--- config.mk ---
export PLATFORM = sky130hd
export DESIGN_NAME = tar_raster_tx
export DESIGN_NICKNAME = d
export VERILOG_FILES = /design/src/rtl/tar_raster_tx.sv
export SDC_FILE = /design/constraint.sdc
export NUM_CORES = 1
export LEC_CHECK = 0
export CAP_MARGIN = 20
export CORE_ASPECT_RATIO = 0.5
export CORE_MARGIN = 4
export CORE_UTILIZATION = 30
export DETAILED_ROUTE_END_ITERATION = 7
export HOLD_SLACK_MARGIN = 0.02
export SLEW_MARGIN = 15
export SYNTH_ARGS = -nofsm -noshare
export SYNTH_HDL_FRONTEND = slang
export SYNTH_SLANG_ARGS = --single-unit
--- constraint.sdc ---
create_clock -name clk -period 4.4 [get_ports clk]
set_input_delay 0.44 -clock clk [delete_from_list [all_inputs] [get_ports clk]]
set_output_delay 0.44 -clock clk [all_outputs]
set_load 0.01 [all_outputs]
--- src/rtl/tar_raster_tx.sv ---
`default_nettype none
// ============================================================================
// Module      : tar_raster_tx
// Description : Output-side raster transmitter for the downscaler. Buffers the
//               bursty pixel stream in a FIFO and re-emits it as a continuous
//               vsync/hsync/data_enable raster at the target resolution.
// Ports       : clk, rst_n (sync, active-low)
//               in_valid, in_R/G/B   - incoming pixel stream
//               frame_done           - upstream frame complete (rising edge)
//               tar_width/height     - active raster size, sampled at start
//               vsync/hsync/data_enable, out_R/G/B - registered raster
//               tx_frame_done        - 1-cycle pulse after the frame
//               overflow/underflow   - sticky flags, cleared at frame start
// Option      : TX_UNDERFLOW_HOLD_EN - underflow repeats the last popped pixel
//               instead of emitting black.
// Revision    : 1.0 - initial release
// ============================================================================
module tar_raster_tx #(
    parameter int FIFO_DEPTH  = 16,
    parameter int START_LEVEL = 8,
    parameter int HFRONT      = 2,
    parameter int HSYNC       = 2,
    parameter int HBACK       = 2,
    parameter int VFRONT      = 1,
    parameter int VSYNC       = 1,
    parameter int VBACK       = 1,
    parameter int W_BITS      = 12,
    parameter int H_BITS      = 12
) (
    input  logic              clk,
    input  logic              rst_n,
    input  logic              in_valid,
    input  logic [7:0]        in_R,
    input  logic [7:0]        in_G,
    input  logic [7:0]        in_B,
    input  logic              frame_done,
    input  logic [W_BITS-1:0] tar_width,
    input  logic [H_BITS-1:0] tar_height,
    output logic              vsync,
    output logic              hsync,
    output logic              data_enable,
    output logic [7:0]        out_R,
    output logic [7:0]        out_G,
    output logic [7:0]        out_B,
    output logic              tx_frame_done,
    output logic              overflow,
    output logic              underflow
);

    localparam int c_AW     = $clog2(FIFO_DEPTH);
    localparam int c_CW     = c_AW + 1;
    localparam int c_HPORCH = HFRONT + HSYNC + HBACK;
    localparam int c_VPORCH = VFRONT + VSYNC + VBACK;
    // Counters must be able to hold the full line/frame totals.
    localparam int c_HCW    = $clog2((1 << W_BITS) + c_HPORCH);
    localparam int c_VCW    = $clog2((1 << H_BITS) + c_VPORCH);

    localparam logic [c_CW-1:0]  c_START  = c_CW'(START_LEVEL);
    localparam logic [c_CW-1:0]  c_DEPTH  = c_CW'(FIFO_DEPTH);
    localparam logic [c_HCW-1:0] c_HS_LO  = c_HCW'(HFRONT);
    localparam logic [c_HCW-1:0] c_HS_HI  = c_HCW'(HFRONT + HSYNC);
    localparam logic [c_HCW-1:0] c_HACT   = c_HCW'(c_HPORCH);
    localparam logic [c_VCW-1:0] c_VS_LO  = c_VCW'(VFRONT);
    localparam logic [c_VCW-1:0] c_VS_HI  = c_VCW'(VFRONT + VSYNC);
    localparam logic [c_VCW-1:0] c_VACT   = c_VCW'(c_VPORCH);

    localparam logic [1:0] c_ST_IDLE = 2'd0;
    localparam logic [1:0] c_ST_RUN  = 2'd1;
    localparam logic [1:0] c_ST_DONE = 2'd2;

    logic [1:0]        r_state;
    logic [1:0]        w_state_nxt;

    logic [23:0]       r_mem [FIFO_DEPTH];
    logic [c_AW-1:0]   r_wptr;
    logic [c_AW-1:0]   r_rptr;
    logic [c_CW-1:0]   r_count;

    logic [c_HCW-1:0]  r_hcnt;
    logic [c_VCW-1:0]  r_vcnt;
    logic [W_BITS-1:0] r_tw;
    logic [H_BITS-1:0] r_th;

    logic              r_fd_prev;
    logic              r_fd_latch;

    logic [c_HCW-1:0]  w_htotal;
    logic [c_VCW-1:0]  w_vtotal;
    logic              w_hlast;
    logic              w_vlast;
    logic              w_run;
    logic              w_act;
    logic              w_empty;
    logic              w_full;
    logic              w_pop;
    logic              w_push;
    logic              w_ovf_evt;
    logic              w_udf_evt;
    logic              w_fd_rise;
    logic              w_start;
    logic [23:0]       w_head;
    logic [23:0]       w_sub;
    logic [23:0]       w_pix;

    // ------------------------------------------------------------------------
    // Raster decode
    // ------------------------------------------------------------------------
    assign w_htotal  = c_HCW'(c_HPORCH) + c_HCW'(r_tw);
    assign w_vtotal  = c_VCW'(c_VPORCH) + c_VCW'(r_th);
    assign w_hlast   = (r_hcnt == w_htotal - c_HCW'(1));
    assign w_vlast   = (r_vcnt == w_vtotal - c_VCW'(1));
    assign w_run     = (r_state == c_ST_RUN);
    assign w_act     = w_run && (r_hcnt >= c_HACT) && (r_vcnt >= c_VACT);

    // ------------------------------------------------------------------------
    // FIFO control. A full FIFO still accepts a push when the head is popped
    // in the same cycle, so a steady stream during active video never drops.
    // ------------------------------------------------------------------------
    assign w_empty   = (r_count == '0);
    assign w_full    = (r_count == c_DEPTH);
    assign w_pop     = w_act && !w_empty;
    assign w_push    = in_valid && (!w_full || w_pop);
    assign w_ovf_evt = in_valid && w_full && !w_pop;
    assign w_udf_evt = w_act && w_empty;
    assign w_head    = r_mem[r_rptr];

    assign w_fd_rise = frame_done && !r_fd_prev;
    // The latch is consulted only once registered; an edge in the start
    // cycle itself is kept for the following frame.
    assign w_start   = (r_state == c_ST_IDLE) && ((r_count >= c_START) || r_fd_latch);

`ifdef TX_UNDERFLOW_HOLD_EN
    logic [23:0] r_last_pix;

    always_ff @(posedge clk) begin
        if (!rst_n) begin
            r_last_pix <= '0;
        end else if (w_pop) begin
            r_last_pix <= w_head;
        end
    end

    assign w_sub = r_last_pix;
`else
    assign w_sub = '0;
`endif

    assign w_pix = w_pop ? w_head : w_sub;

    // ------------------------------------------------------------------------
    // FIFO storage and pointers
    // ------------------------------------------------------------------------
    always_ff @(posedge clk) begin
        if (w_push) begin
            r_mem[r_wptr] <= {in_R, in_G, in_B};
        end
    end

    always_ff @(posedge clk) begin
        if (!rst_n) begin
            r_wptr  <= '0;
            r_rptr  <= '0;
            r_count <= '0;
        end else begin
            if (w_push) begin
                r_wptr <= r_wptr + c_AW'(1);
            end
            if (w_pop) begin
                r_rptr <= r_rptr + c_AW'(1);
            end
            case ({w_push, w_pop})
                2'b10:   r_count <= r_count + c_CW'(1);
                2'b01:   r_count <= r_count - c_CW'(1);
                default: r_count <= r_count;
            endcase
        end
    end

    // ------------------------------------------------------------------------
    // FSM
    // ------------------------------------------------------------------------
    always_ff @(posedge clk) begin
        if (!rst_n) begin
            r_state <= c_ST_IDLE;
        end else begin
            r_state <= w_state_nxt;
        end
    end

    always_comb begin
        w_state_nxt = r_state;
        case (r_state)
            c_ST_IDLE: if (w_start) w_state_nxt = c_ST_RUN;
            c_ST_RUN:  if (w_hlast && w_vlast) w_state_nxt = c_ST_DONE;
            // One extra state lets the last raster output drain before the
            // done pulse, so a new frame can follow the pulse directly.
            c_ST_DONE: w_state_nxt = c_ST_IDLE;
            default:   w_state_nxt = c_ST_IDLE;
        endcase
    end

    // ------------------------------------------------------------------------
    // Raster counters, frame size and frame_done latch
    // ------------------------------------------------------------------------
    always_ff @(posedge clk) begin
        if (!rst_n) begin
            r_hcnt <= '0;
            r_vcnt <= '0;
        end else if (w_run) begin
            if (w_hlast) begin
                r_hcnt <= '0;
                r_vcnt <= w_vlast ? '0 : r_vcnt + c_VCW'(1);
            end else begin
                r_hcnt <= r_hcnt + c_HCW'(1);
            end
        end else begin
            r_hcnt <= '0;
            r_vcnt <= '0;
        end
    end

    always_ff @(posedge clk) begin
        if (!rst_n) begin
            r_tw       <= '0;
            r_th       <= '0;
            r_fd_prev  <= 1'b0;
            r_fd_latch <= 1'b0;
        end else begin
            r_fd_prev <= frame_done;
            if (w_start) begin
                r_tw       <= tar_width;
                r_th       <= tar_height;
                r_fd_latch <= w_fd_rise;
            end else begin
                r_fd_latch <= r_fd_latch | w_fd_rise;
            end
        end
    end

    // ------------------------------------------------------------------------
    // Registered outputs: each reflects the counter state of the prior cycle.
    // Flag events coinciding with a frame start survive the clear.
    // ------------------------------------------------------------------------
    always_ff @(posedge clk) begin
        if (!rst_n) begin
            vsync         <= 1'b0;
            hsync         <= 1'b0;
            data_enable   <= 1'b0;
            out_R         <= '0;
            out_G         <= '0;
            out_B         <= '0;
            tx_frame_done <= 1'b0;
            overflow      <= 1'b0;
            underflow     <= 1'b0;
        end else begin
            vsync         <= w_run && (r_vcnt >= c_VS_LO) && (r_vcnt < c_VS_HI);
            hsync         <= w_run && (r_hcnt >= c_HS_LO) && (r_hcnt < c_HS_HI);
            data_enable   <= w_act;
            {out_R, out_G, out_B} <= w_act ? w_pix : 24'd0;
            tx_frame_done <= (r_state == c_ST_DONE);
            overflow      <= w_start ? w_ovf_evt : (overflow | w_ovf_evt);
            underflow     <= w_start ? 1'b0 : (underflow | w_udf_evt);
        end
    end

endmodule
`default_nettype wire

==> results.cfg <==
[clock_tree]
clk_latency_ps = 570
ctsResizeCount = 0
htree_levels = 2
cts_hold_buffers = 0
cts.sinks = 481
postCtsSetupRepairBufs = 0
cts_inserted_buffers = 46
clk_pin_slew_worst_paths_ps = 70
clockBufferDepth = 3
cts-root-buf = clkbuf_16
cts_tree = built

[hold_path]
hold_path_depth = 3
whs_endpoint = r_tw[7]
worstHoldStart = tar_width[7]
hold_class = primary input to flop

[route]
vias = 10033
via_per_inst = 4.81
drt_iter0_drc = 771
drt_pass1_iterations = 4
drc = 0
totalWireLength_mm = 40.6
wl_per_cell_um = 19.4
ant_nets = 0

[pwr]
leakage_nw = 7.05
powerDensity_nw_per_um2 = 418
worst_ir_drop_vdd_uv = 336

[global_routing]
first_global_vias = 9970
grt_overflow = 0
antenna_found_initial = 1
grt_max_degree = 100
grt_usage = 0.117
grt_pass1_wl_mm = 62.5

[sta]
hold_viol = 0
worst_pin_slew_ps = 911
timing.final.crit_period_ps = 3300
fmax_ghz = 0.303
fin_ws_ps = 1100
setup_viol = 0
slew_headroom = 0.393
tns_ps = 0
rsz0062_at_grt = false
fin_worst_skew_ps = 27.1
fin_crit_sh = 0.749
slew_violations = 0

[placed_design]
post-dp-hpwl_mm = 24.4
placed_cells = 2003
io_buffers = 81
place_ws_ps = 1130
place_congestion = 0.768

[synth]
yosys_warnings = 0
synth.yosys.seq_area_share = 0.704
synth_most_common_cell = edfxtp_1
synth_top_area_frac = 0.603
synth_edf_count = 384
synth_top_area_cell = edfxtp_1
ys_types = 68
syn_area_per_cell_um2 = 17.1
synth.area.top_cells = edfxtp_1 (60%), mux4_2 (14%), dfxtp_1 (10%), nand2_1 (1.8%), a21oi_1 (1.2%)
synthSimpleGateAreaFrac = 0.0756
synthArstFlopShare = 0
ys_seq_elements = 481
synth_xor_xnor_area_share = 0.0192
synth_top_family_by_area = multiplexers
netlist_instances = 1116
syn_nets = 1181
syn-cell-area_um2 = 19100
synth_commonest_cells = edfxtp_1 (384), mux4_2 (120), dfxtp_1 (97), nand2_1 (90), nor2_1 (57)
synth_compound_area_frac = 0.0343
yosys-mux-area-fraction = 0.143
synthAdderAreaFrac = 0.00850
synth_flop_cell = edfxtp_1

[floorplanning]
rows = 65
die_y_um = 187
die_w_um = 365
dieArea_um2 = 68100
start_util = 0.303
ios = 82
coreArea_um2 = 63100

[setup_path]
reg2reg_slack_ps = 1100
reg2reg_from = r_vcnt[0]
start_kind = flop
reg2regPathDepth = 8
cp.required_ps = 4660
worst_ep_arrival_time_ps = 3560
critical_path_class = flop to flop
timing.rr.end = r_mem[7][8]
cp_max_fo = 13
end_kind = flop

[finish]
fin_cells = 2088
fin_nets = 1279
drive_gt1_frac = 0.200
final_core_util = 0.361
area_growth_pct = 19.0

[outcome]
status = finished clean

[flow_run]
max_cap_viol_count = 0
[per-layer routing]
metal / part of all wire / track usage / vias up
met3: 0.048 / 0.0202 / 41
met1: 0.46 / 0.166 / 5193
met2: 0.48 / 0.193 / 183
li1: - / - / 4614
met5: 0.00032 / 0 / -
met4: 0.012 / 0.0212 / 2
[sequential cells by signal (all words and copies together) (netlist names)]
register and cells:
r_state 2, out_G 8, r_vcnt 13, underflow 1
tx_frame_done 1, out_B 8, out_R 8, hsync 1
r_mem 384, r_hcnt 13, r_count 5, data_enable 1
r_rptr 4, overflow 1, r_th 12, r_tw 12
r_fd_latch 1, vsync 1, r_wptr 4, r_fd_prev 1
[cell usage in the layout (no fill, tap or decap), drive strengths merged, types with 5 or more instances in the layout]
master,n
edfxtp,384
nand2b,10
bufinv,8
nand2,90
xnor2,22
nor4,9
nand3b,5
ha,13
a21oi,46
inv,14
or4,6
buf,25
mux4,120
nor2,57
clkdlybuf4s50,81
and3,32
clkbuf,56
dfxtp,97
and2,5
or3,7
o21ai,15
nor3,16
or2,5
xor2,20
clkinv,17
nand4b,5
o22ai,5
nand3,16
nand4,11
[cells by family after synthesis]
kind of cell               after synthesis
buffers and inverters                   70
DFF                                    481
muxes                                  124
adders and majority gates               13
AOI/OAI and AO/OA                      101
and+or+nand+nor                        285
xor gates and xnor gates                42
[layout make-up]
cell class	count	area, um2
repair buffers	106	1080
well taps	837	1050
inverters	14	52.6
clock buffers	56	1190
diodes	1	2.50
fillers	5897	40300
flip-flops and latches	481	13500
clock inverters	28	407
multi-input cells	565	5500
[critical path, cell delays in order, from the launching register on]
cell and delay [ps]:
dfxtp_1 470, ha_1 240, a21o_1 130, o41a_1 160, nand2_1 130, a21boi_1 620, nand2_1 410, nor2_4 600
buf_12 230
[metrics by stage]
stage / hold WS [ps] / area [um2] / power (W)
after floorplan: 431 / 19100 / 0.00530
after global placement: 455 / 21200 / 0.00549
after detailed placement: 470 / 21200 / 0.00549
after CTS: 403 / 22800 / 0.00964
after global routing: 413 / 22800 / 0.00987
final: 425 / 22800 / 0.00951
[power by group]
group | switching (W) | internal [W] | total [W]
clock network | 0.00170 | 0.00242 | 0.00412
registers | 0.0000508 | 0.00498 | 0.00503
logic | 0.000214 | 0.000150 | 0.000364
total | 0.00197 | 0.00755 | 0.00951
[worst max-delay path by stage]
stage | startpoint | end | cells after the start
final | r_vcnt[0] | r_mem[7][8] | 8
after global routing | r_vcnt[0] | r_mem[8][7] | 7
after CTS | r_vcnt[0] | r_mem[5][8] | 7
after detailed placement | r_vcnt[0] | r_mem[5][23] | 7
after global placement | r_vcnt[0] | r_mem[12][23] | 7
after floorplan | r_vcnt[0] | r_mem[3][0] | 7
Power figures use the tool's default switching activity.
